--- src/rtl/serial_tx_pkg.sv ---
// serial_tx_pkg: shared state encoding and width helpers for the serial tx scheduler
package serial_tx_pkg;
  typedef enum logic [1:0] {ST_IDLE, ST_SHIFT, ST_GAP} state_t;
  function automatic int cnt_w(input int width, input int gap);
    return $clog2((width > gap ? width : gap) + 1);
  endfunction
  function automatic int id_w(input int nreq);
    return nreq > 1 ? $clog2(nreq) : 1;
  endfunction
endpackage

--- src/rtl/piso_shift_reg.sv ---
// piso_shift_reg: parallel-load right-shift register, LSB is the serial output
module piso_shift_reg #(
  parameter int WIDTH = 8
) (
  input  logic             clk,
  input  logic             rst_n,
  input  logic             load_i,
  input  logic             shift_i,
  input  logic [WIDTH-1:0] data_i,
  output logic             bit_o
);
  logic [WIDTH-1:0] sh_q;
  always_ff @(posedge clk) begin
    if (!rst_n) sh_q <= '0;
    else if (load_i) sh_q <= data_i;
    else if (shift_i) sh_q <= {1'b0, sh_q[WIDTH-1:1]};
  end
  assign bit_o = sh_q[0];
endmodule

--- src/rtl/serial_tx_scheduler.sv ---
// serial_tx_scheduler: round-robin arbiter feeding a framed LSB-first serial line with inter-frame gap
module serial_tx_scheduler
  import serial_tx_pkg::*;
#(
  parameter int WIDTH = 8,
  parameter int NREQ  = 2,
  parameter int GAP   = 1
) (
  input  logic                        clk,
  input  logic                        rst_n,
  input  logic [NREQ-1:0]             req_valid,
  input  logic [NREQ*WIDTH-1:0]       req_data,
  output logic [NREQ-1:0]             req_ready,
  output logic                        serial_out,
  output logic                        frame,
  output logic                        busy,
  output logic [id_w(NREQ)-1:0]       grant_id
);
  localparam int CW = cnt_w(WIDTH, GAP);
  localparam int IW = id_w(NREQ);
  localparam logic [CW-1:0] BIT_LAST = CW'(WIDTH - 1);
  localparam logic [CW-1:0] GAP_LAST = CW'(GAP > 0 ? GAP - 1 : 0);
  state_t state_q, state_d;
  logic [CW-1:0] cnt_q, cnt_d;
  logic [IW-1:0] ptr_q, ptr_d, gid_q, gid_d, sel, idx;
  logic found, accept, sh_bit;
  // first valid requester at or after ptr, wrapping around
  always_comb begin
    found = 1'b0;
    sel = '0;
    idx = '0;
    for (int k = 0; k < NREQ; k++) begin
      idx = IW'((int'(ptr_q) + k) % NREQ);
      if (!found && req_valid[idx]) begin
        found = 1'b1;
        sel = idx;
      end
    end
  end
  always_comb begin
    req_ready = '0;
    if (rst_n && state_q == ST_IDLE && found) req_ready[sel] = 1'b1;
  end
  assign accept = |req_ready;
  always_comb begin
    state_d = state_q;
    cnt_d = cnt_q;
    ptr_d = ptr_q;
    gid_d = gid_q;
    case (state_q)
      ST_IDLE: if (accept) begin
        state_d = ST_SHIFT;
        cnt_d = '0;
        ptr_d = IW'((int'(sel) + 1) % NREQ);
        gid_d = sel;
      end
      ST_SHIFT: begin
        cnt_d = cnt_q == BIT_LAST ? '0 : cnt_q + CW'(1);
        if (cnt_q == BIT_LAST) state_d = GAP > 0 ? ST_GAP : ST_IDLE;
      end
      ST_GAP: begin
        cnt_d = cnt_q == GAP_LAST ? '0 : cnt_q + CW'(1);
        if (cnt_q == GAP_LAST) state_d = ST_IDLE;
      end
      default: state_d = ST_IDLE;
    endcase
  end
  always_ff @(posedge clk) begin
    if (!rst_n) begin
      state_q <= ST_IDLE;
      cnt_q <= '0;
      ptr_q <= '0;
      gid_q <= '0;
    end else begin
      state_q <= state_d;
      cnt_q <= cnt_d;
      ptr_q <= ptr_d;
      gid_q <= gid_d;
    end
  end
  piso_shift_reg #(.WIDTH(WIDTH)) u_shreg (
    .clk(clk),
    .rst_n(rst_n),
    .load_i(accept),
    .shift_i(state_q == ST_SHIFT),
    .data_i(req_data[int'(sel)*WIDTH +: WIDTH]),
    .bit_o(sh_bit)
  );
  assign serial_out = state_q == ST_SHIFT ? sh_bit : 1'b0;
  assign frame = state_q == ST_SHIFT;
  assign busy = state_q != ST_IDLE;
  assign grant_id = gid_q;
endmodule

--- config.mk ---
export PLATFORM = sky130hd
export DESIGN_NAME = serial_tx_scheduler
export DESIGN_NICKNAME = d
export VERILOG_FILES = /design/src/rtl/serial_tx_pkg.sv /design/src/rtl/piso_shift_reg.sv /design/src/rtl/serial_tx_scheduler.sv
export SDC_FILE = /design/constraint.sdc
export NUM_CORES = 1
export LEC_CHECK = 0
export CAP_MARGIN = 20
export CORE_ASPECT_RATIO = 1.1
export CORE_UTILIZATION = 42
export CTS_BUF_LIST = sky130_fd_sc_hd__clkbuf_16
export CTS_CLUSTER_DIAMETER = 80
export DETAILED_ROUTE_END_ITERATION = 7
export HOLD_SLACK_MARGIN = 0.08
export PLACE_DENSITY = 0.8
export SLEW_MARGIN = 10
export SYNTH_ARGS = -nofsm -noshare
export SYNTH_HDL_FRONTEND = slang
export SYNTH_SLANG_ARGS = --single-unit
--- constraint.sdc ---
create_clock -name clk -period 1.6 [get_ports clk]
set_input_delay 0.16 -clock clk [delete_from_list [all_inputs] [get_ports clk]]
set_output_delay 0.16 -clock clk [all_outputs]
set_load 0.01 [all_outputs]
==> results of run 1 <==
==> report_power, final <==
part | total, mW | switching [mW] | internal [mW] | leakage, nW
clock network | 0.495 | 0.163 | 0.332 | 0.0385
registers | 0.586 | 0.0643 | 0.522 | 0.132
logic | 1.27 | 0.660 | 0.615 | 0.432
==> placed cells by master (no fill, tap or decap), drive strengths merged, types with 2 or more instances in the layout <==
cell type / instances
a21oi: 11
a221oi: 9
buf: 18
clkbuf: 4
clkdlybuf4s50: 19
dfxtp: 16
dlygate4sd2: 5
ha: 7
inv: 14
nand2: 5
nand2b: 3
nand3: 4
nor2: 12
nor3: 8
o21a: 2
o21ai: 4
==> what timing repair did <==
item	4_1_cts	5_1_grt
gates resized for setup	10	10
buffers inserted	0	1
pin swaps	0	3
endpoints found under the setup margin	10	14
==> layer usage <==
metal,vias to the layer above,part of all wire (%),routed length (µm)
li1,511,-,-
met1,516,40,1070
met2,38,53,1430
met3,7,4.6,122
met4,0,1.9,52
met5,-,0,0
==> area by class of cell <==
class / count / area (µm²) / area share (%)
Multi-Input combinational cell: 82 / 612 / 41.5
Timing Repair Buffer: 43 / 374 / 25.4
Sequential cell: 16 / 322 / 21.8
Clock buffer: 3 / 75.1 / 5.09
Inverter: 14 / 52.6 / 3.57
Tap cell: 28 / 35.0 / 2.38
Clock inverter: 1 / 3.75 / 0.255
==> flip-flops by register name (all words and copies together), names as in the netlist <==
signal	flops
cnt_q	4
grant_id	1
ptr_q	1
state_q	2
u_shreg.sh_q	8
==> synth_stat cells (2+ instances only) <==
cell type,instances
nand3_1,4
a21oi_1,10
clkbuf_1,2
o21ai_0,4
nand2_1,5
o21a_1,2
buf_2,3
nor3_1,8
inv_1,14
nor2_1,12
ha_1,7
nand2b_1,3
dfxtp_1,16
a221oi_1,9
==> kinds of logic after synthesis <==
kind of cell | Yosys count
compound gates | 36
fa+ha+maj | 7
buf+inv | 20
flops | 16
simple gates | 39
==> worst min-delay path: stages (launching register included) <==
cell,delay (ps)
dfxtp_1,310
nor2_1,100
nor3_1,40
==> worst max-delay path by stage <==
stage | slack [ps] | startpoint | cells after the start | to
CTS | 2 | state_q[1]$_SDFFE_PN0P_ | 7 | u_shreg.sh_q[4]$_SDFFE_PN0P_
global placement | -180 | req_valid[1] | 3 | req_ready[1]
global route | -20 | cnt_q[0]$_SDFFE_PN0P_ | 5 | state_q[1]$_SDFFE_PN0P_
floorplan | 90 | state_q[0]$_SDFFE_PN0P_ | 7 | u_shreg.sh_q[2]$_SDFFE_PN0P_
detailed placement | -180 | req_valid[1] | 3 | req_ready[1]
finish | 50 | state_q[1]$_SDFFE_PN0P_ | 5 | serial_out
==> flow_metrics.py, run 1 <==
metrics = {
    "run_status": {
        "status": "finished, final reports clean",
    },
    "cts": {
        "clock_latency_ps": 250,
        "cts-buffers-inserted": 3,
        "root_buffer": "clkbuf_16",
        "cts_tree": "built",
        "clk_pin_slew_ps": 50,
        "cts.sinks": 16,
        "hold_buffers": 0,
        "clk_path_buf_depth": 2,
        "cts_htree_levels": 1,
    },
    "synth": {
        "netlist_instances": 118,
        "synthAdderAreaFrac_pct": 9.11,
        "avgSynthCellArea_um2": 8.14,
        "synth_edf_count": 0,
        "netlist_area_um2": 961,
        "yosys.area.top_type": "dfxtp_1",
        "synth_top_flop_cell": "dfxtp_1",
        "ys.warnings.count": 0,
        "synth_xor_area_share_pct": 0,
        "synth_top_area_share_pct": 33.3,
        "synthSimpleGateAreaFrac_pct": 20.8,
        "synth_area_leaders": "dfxtp_1 (33%), ha_1 (9.1%), a221oi_1 (8.2%), inv_1 (5.5%), a21oi_1 (5.2%)",
        "synth-seq-area-share_pct": 33.3,
        "syn_nets": 145,
        "synthMuxAreaShare_pct": 0,
        "synth_cell_types": 33,
        "synth-seq-cells": 16,
        "async_flop_share_pct": 0,
        "synth_top_family_by_area": "compound AO/OA/AOI/OAI gates",
        "synth_compound_area_share_pct": 28.1,
    },
    "min_path": {
        "min_from": "u_shreg.sh_q[5]$_SDFFE_PN0P_",
        "holdPathStages": 2,
        "min_path_type": "flop to flop",
        "holdPathEnd": "u_shreg.sh_q[5]$_SDFFE_PN0P_",
    },
    "pwr": {
        "power_density_nw_per_um2": 1600,
        "irDropWorstVdd_mv": 1.00,
        "p_leak_nw": 0.603,
        "p_total_mw": 2.36,
    },
    "die": {
        "core_area_um2": 2080,
        "dieArea_um2": 2480,
        "rows": 17,
        "initial_core_util_pct": 46.1,
        "die_x_um": 47.6,
        "ios": 26,
        "die_y_um": 52.2,
    },
    "global_route": {
        "gr-usage-met1_pct": 29.3,
        "grt_antenna_before_repair": 0,
        "top_usage_layer": "met2",
        "grt_overflow_total": 0,
        "grt_pass1_vias": 1027,
        "grt_usage_pct": 24.9,
        "grtUsageMet3_pct": 4.51,
        "grt_max_degree": 15,
        "met2_usage_pct": 42.9,
        "grt_pass1_wl_mm": 4.38,
    },
    "placed_design": {
        "place_area_um2": 1340,
        "place_congestion": 0.854,
        "place_hpwl_mm": 1.99,
        "pre_cts_ws_ps": -183,
        "placed_cells": 182,
        "port_buffers": 25,
    },
    "critical_path": {
        "worst-path-max-fanout": 6,
        "r2r-start": "cnt_q[0]$_SDFFE_PN0P_",
        "path_cells": "inv_1 > buf_4 > ha_4 > and2_1 > dlygate4sd2_1",
        "crit_required_ps": 1440,
        "cpPeakStageDelay_ps": 330,
        "timing.rr.end": "state_q[1]$_SDFFE_PN0P_",
        "reg2reg_slack_ps": 50,
        "reg2reg_depth": 5,
        "slowest_stage": "dfxtp_1",
        "cp-end-kind": "primary output",
        "crit_family": "buffers and inverters",
        "critPathKind": "flop to primary output",
        "cp_data_arrival_time_ps": 1390,
        "cp-start-kind": "flop",
        "cp.buffers_inverters": 3,
    },
    "cells_and_area": {
        "finish.utilization_pct": 70.7,
        "finish.instance_area_um2": 1470,
        "nNetsFinal": 187,
        "insertedDiodeCount": 0,
        "final-instance-count-excl-fill": 187,
        "num-fill-cells": 181,
        "drive_gt1_share_pct": 20.8,
        "area.growth.synth_to_final_pct": 53.4,
    },
    "routing": {
        "drtIter0Drc": 24,
        "wl_mm": 2.68,
        "num_vias": 1072,
        "drcViolationCount": 0,
        "wire_per_inst_um": 14.3,
        "antenna_left": 0,
        "viasPerCell": 5.73,
        "dr.pass1.iters": 4,
    },
    "sta": {
        "finalSetupTns_ps": 0,
        "period_share_pct": 96.8,
        "min_period_ps": 1550,
        "final_max_slew_viol_count": 0,
        "grt_setup_unrepaired": "yes",
        "worst_slew_pin_slew_ps": 343,
        "setup_viol": 0,
        "finalHoldViolCount": 0,
        "slew_headroom_pct": 77.1,
        "setup_ws_ps": 50.6,
        "finalClockSkew_ps": 3.09,
        "fmax_ghz": 0.645,
        "hold_ws_ps": 494,
    },
    "run": {
        "cap_violations": 0,
    },
}
Power figures use the tool's default switching activity.
==> run 2: changes to the inputs <==
- PLACE_DENSITY: 0.8 -> 0.7
==> flow_metrics.py, run 2 (synthesized netlist as in run 1, its figures left out) <==
metrics = {
    "pwr": {
        "irDropWorstVdd_mv": 1.16,
        "power_density_nw_per_um2": 1610,
        "internal-power_mw": 1.58,
        "p_leak_nw": 0.656,
        "seqPwrFrac_pct": 23.7,
        "switching_share_pct": 37.6,
        "power_frac_comb_pct": 57.4,
        "p_sw_mw": 0.952,
        "p_total_mw": 2.53,
        "p_clk_share_pct": 18.8,
    },
    "sta": {
        "setup_viol": 0,
        "period_share_pct": 99.4,
        "setup_ws_ps": 9.53,
        "finalClockSkew_ps": 4.51,
        "final_max_slew_viol_count": 0,
        "slew_headroom_pct": 78.3,
        "hold_ws_ps": 393,
        "min_period_ps": 1590,
        "fmax_ghz": 0.629,
        "finalSetupTns_ps": 0,
        "finalHoldViolCount": 0,
        "worst_slew_pin_slew_ps": 324,
    },
    "global_route": {
        "grt_pass1_vias": 981,
        "grt_pass1_wl_mm": 4.34,
        "grt_antenna_before_repair": 0,
        "grt_usage_pct": 25.3,
        "grt_max_degree": 12,
        "grt_overflow_total": 0,
    },
    "critical_path": {
        "cp_data_arrival_time_ps": 1750,
        "cp-end-kind": "flop",
        "crit_required_ps": 1760,
        "cp-start-kind": "flop",
        "critPathKind": "flop to flop",
        "worst-path-max-fanout": 3,
        "cp-startpoint": "state_q[0]$_SDFFE_PN0P_",
        "r2r-start": "state_q[0]$_SDFFE_PN0P_",
    },
    "routing": {
        "wire_per_inst_um": 15.0,
        "num_vias": 1058,
        "drtIter0Drc": 18,
        "antenna_left": 0,
        "viasPerCell": 5.54,
        "wl_mm": 2.86,
        "drcViolationCount": 0,
        "dr.pass1.iters": 4,
    },
    "cts": {
        "cts.sinks": 16,
        "cts_htree_levels": 1,
        "clock_latency_ps": 240,
        "cts-buffers-inserted": 3,
        "clk_pin_slew_ps": 50,
        "cts_tree": "built",
        "clk_path_buf_depth": 2,
        "root_buffer": "clkbuf_16",
        "hold_buffers": 0,
    },
    "die": {
        "dieArea_um2": 2480,
        "die_x_um": 47.6,
        "rows": 17,
        "ios": 26,
        "initial_core_util_pct": 46.1,
        "die_y_um": 52.2,
        "core_area_um2": 2080,
    },
    "run_status": {
        "status": "finished, final reports clean",
    },
    "cells_and_area": {
        "finish.instance_area_um2": 1580,
        "largest_reg_flops": 8,
        "final_cell_mix": "buf_4 (20), clkdlybuf4s50_1 (19), inv_1 (12), nor2_1 (12), dfxtp_1 (11)",
        "drive_gt1_share_pct": 28.8,
        "area.growth.synth_to_final_pct": 64.1,
        "insertedDiodeCount": 0,
        "final-instance-count-excl-fill": 191,
        "nNetsFinal": 192,
        "finish.utilization_pct": 75.6,
        "layout_commonest_cell": "buf_4",
        "regMostFlops": "u_shreg.sh_q",
        "num-fill-cells": 175,
        "largestRegisters": "u_shreg.sh_q: 8 flops, cnt_q: 4 flops, state_q: 2 flops",
    },
    "min_path": {
        "min_path_type": "primary input to flop",
        "min_from": "req_valid[1]",
    },
    "placed_design": {
        "pre_cts_ws_ps": -209,
        "placed_cells": 187,
        "place_area_um2": 1380,
        "place_hpwl_mm": 2.03,
        "place_congestion": 0.807,
        "port_buffers": 25,
    },
    "run": {
        "cap_violations": 0,
    },
}
-- run 2: repair_timing --
action | CTS | global route
setup buffers | 0 | 1
gates resized for setup | 15 | 20
pin swaps | 0 | 5
endpoints found under the setup margin | 17 | 13
-- run 2: path summary, 6_finish.rpt --
check	to	slack, ps	cells after the start
worst min register to register	u_shreg.sh_q[5]$_SDFFE_PN0P_	490	2
worst max-delay path	state_q[0]$_SDFFE_PN0P_	10	8
worst max register to register	state_q[0]$_SDFFE_PN0P_	10	8
worst min-delay path	ptr_q$_SDFFE_PN0P_	390	3
-- run 2: metal layers --
| layer | up-vias | GRT usage, % | wire length [µm] |
|---|---|---|---|
| met5 | - | 0 | 0 |
| met4 | 0 | 8.33 | 24 |
| met3 | 4 | 3.13 | 136 |
| met2 | 31 | 45.4 | 1540 |
| met1 | 503 | 29.8 | 1160 |
| li1 | 520 | - | - |
-- run 2: power by group through the flow --
stage	logic [mW]	clock network [mW]	registers (mW)
2_1_floorplan	0.702	0	0.584
3_3_place_gp	1.18	0	0.584
3_5_place_dp	1.20	0	0.591
4_1_cts	1.28	0.482	0.588
5_1_grt	1.60	0.497	0.608
6_report	1.46	0.478	0.601
-- run 2: cell type report --
| class | instances | area, µm² | share of cell area [%] |
|---|---|---|---|
| tap | 28 | 35.0 | 2.22 |
| sequential | 16 | 327 | 20.7 |
| clock buffer | 3 | 75.1 | 4.76 |
| timing repair buffer | 48 | 433 | 27.5 |
| inverter | 14 | 52.6 | 3.33 |
| multi-input combinational | 82 | 654 | 41.5 |
-- run 2: critical path, cell delays in order, from the launching register on --
cell and delay (ps):
dfxtp_2 320, inv_2 80, buf_6 120, ha_4 150
buf_4 130, nor2_1 40, o32a_1 330, buf_4 150
o31ai_2 170
==> run 3: changes to the inputs <==
- PLACE_DENSITY: 0.7 -> 0.74
==> flow_metrics.py, run 3 (synthesized netlist as in run 1, its figures left out) <==
metrics = {
    "run_status": {
        "status": "finished, final reports clean",
    },
    "min_path": {
        "holdPathEnd": "u_shreg.sh_q[6]$_SDFFE_PN0P_",
        "min_from": "u_shreg.sh_q[6]$_SDFFE_PN0P_",
        "min_path_type": "flop to flop",
        "holdPathStages": 2,
    },
    "cts": {
        "cts_htree_levels": 1,
        "cts_tree": "built",
        "root_buffer": "clkbuf_16",
        "cts_setup_buffers": 0,
        "cts.sinks": 16,
        "clock_latency_ps": 250,
        "hold_buffers": 0,
        "clk_path_buf_depth": 2,
        "cts-buffers-inserted": 3,
        "clk_pin_slew_ps": 50,
    },
    "routing": {
        "viasPerCell": 5.58,
        "drtIter0Drc": 15,
        "drcViolationCount": 0,
        "antenna_left": 0,
        "wire_per_inst_um": 13.9,
        "num_vias": 1043,
        "dr.pass1.iters": 4,
        "wl_mm": 2.60,
    },
    "die": {
        "rows": 17,
        "dieArea_um2": 2480,
        "die_x_um": 47.6,
        "ios": 26,
        "die_y_um": 52.2,
        "initial_core_util_pct": 46.1,
        "core_area_um2": 2080,
    },
    "pwr": {
        "power_frac_comb_pct": 55.4,
        "p_clk_share_pct": 20.1,
        "internal-power_mw": 1.51,
        "seqPwrFrac_pct": 24.5,
        "p_leak_nw": 0.608,
        "p_sw_mw": 0.884,
        "switching_share_pct": 37.0,
        "power_density_nw_per_um2": 1590,
        "irDropWorstVdd_mv": 0.947,
    },
    "placed_design": {
        "port_buffers": 25,
        "place_area_um2": 1360,
        "place_congestion": 0.925,
        "placed_cells": 184,
        "place_hpwl_mm": 2.03,
    },
    "sta": {
        "worst_slew_pin_slew_ps": 339,
        "period_share_pct": 96.3,
        "fmax_ghz": 0.649,
        "setup_viol": 0,
        "finalClockSkew_ps": 3.46,
        "grt_setup_unrepaired": "no",
        "finalHoldViolCount": 0,
        "slew_headroom_pct": 77.2,
        "final_max_slew_viol_count": 0,
        "min_period_ps": 1540,
    },
    "global_route": {
        "grt_usage_pct": 24.8,
        "grt_pass1_vias": 1020,
        "grt_antenna_before_repair": 0,
        "grt_pass1_wl_mm": 4.35,
        "grt_overflow_total": 0,
        "grt_max_degree": 15,
    },
    "critical_path": {
        "cpPeakStageDelay_ps": 440,
        "crit_family": "simple AND/OR/NAND/NOR gates",
        "crit_required_ps": 1720,
        "path_cells": "inv_1 > ha_2 > or3b_2 > a221oi_1 > nor3_1",
        "critPathKind": "flop to flop",
        "reg2reg_slack_ps": 60,
        "timing.rr.end": "state_q[1]$_SDFFE_PN0P_",
        "cp.buffers_inverters": 1,
        "worst-path-max-fanout": 3,
        "r2r-start": "cnt_q[0]$_SDFFE_PN0P_",
        "cp-end-kind": "flop",
        "cp_data_arrival_time_ps": 1660,
        "slowest_stage": "or3b_2",
        "cp-start-kind": "flop",
        "reg2reg_depth": 5,
    },
    "cells_and_area": {
        "largestRegisters": "u_shreg.sh_q: 8 flops, cnt_q: 4 flops, state_q: 2 flops",
        "area.growth.synth_to_final_pct": 56.6,
        "num-fill-cells": 179,
        "nNetsFinal": 188,
        "finish.instance_area_um2": 1510,
        "final_cell_mix": "clkdlybuf4s50_1 (19), buf_4 (19), inv_1 (12), nor2_1 (12), dfxtp_1 (12)",
        "regMostFlops": "u_shreg.sh_q",
        "final-seq-area_um2": 325,
        "multi_input_area_um2": 629,
        "largest_reg_flops": 8,
        "insertedDiodeCount": 0,
        "drive_gt1_share_pct": 25.2,
        "final-instance-count-excl-fill": 187,
    },
    "run": {
        "cap_violations": 0,
    },
}
[run 3: worst max-delay path by stage]
| stage | from | slack [ps] | to | cells past startpoint |
|---|---|---|---|---|
| after floorplan | state_q[0]$_SDFFE_PN0P_ | 90 | u_shreg.sh_q[2]$_SDFFE_PN0P_ | 7 |
| after global placement | req_valid[1] | -180 | req_ready[1] | 3 |
| after detailed placement | req_valid[1] | -180 | req_ready[1] | 3 |
| after CTS | state_q[0]$_SDFFE_PN0P_ | 4 | req_ready[0] | 5 |
| after global routing | rst_n | 6 | cnt_q[2]$_SDFFE_PN0P_ | 6 |
| final | cnt_q[0]$_SDFFE_PN0P_ | 60 | state_q[1]$_SDFFE_PN0P_ | 5 |
[run 3: layout make-up]
cell class	count	share of cell area [%]
clock buffer	3	4.99
inverter	14	3.49
multi-input combinational	82	41.8
sequential	16	21.6
tap	28	2.33
timing repair buffer	44	25.8
[run 3: stage by stage]
step | util, % | setup TNS, ps | worst slack (ps) | hold WS (ps) | power, mW
floorplan | - | 0 | 94.7 | 319 | 1.29
global placement | 65.2 | -1010 | -179 | 479 | 1.76
detailed placement | 65.2 | -1600 | -180 | 482 | 1.80
CTS | 69.9 | 0 | 4.36 | 492 | 2.30
global route | 72.2 | 0 | 5.79 | 528 | 2.56
finish | 72.2 | 0 | 59.1 | 488 | 2.39
[run 3: routing by layer]
metal | GRT usage, % | share of wire (%) | up-vias | routed length, µm
met5 | 0 | 0 | - | 0
met2 | 45.0 | 55 | 28 | 1440
met3 | 5.21 | 3.5 | 4 | 92
met4 | 8.80 | 1.1 | 0 | 28
met1 | 27.1 | 40 | 498 | 1040
li1 | - | - | 513 | -
[run 3: timing repair]
item,in CTS,in global routing
hold endpoints to repair,0,0
resized for setup,14,14
setup endpoints to repair,9,12
pin swaps,0,3
[run 3: worst min-delay path: stages (launching register included)]
cell	delay [ps]
dfxtp_1	300
nor2_1	90
nor3_1	40
[run 3: power groups by stage]
stage	sequential (mW)	clock (mW)	combinational, mW
finish	0.585	0.481	1.32
global route	0.600	0.502	1.45
CTS	0.579	0.486	1.24
detailed placement	0.584	0	1.22
global placement	0.574	0	1.18
floorplan	0.584	0	0.702
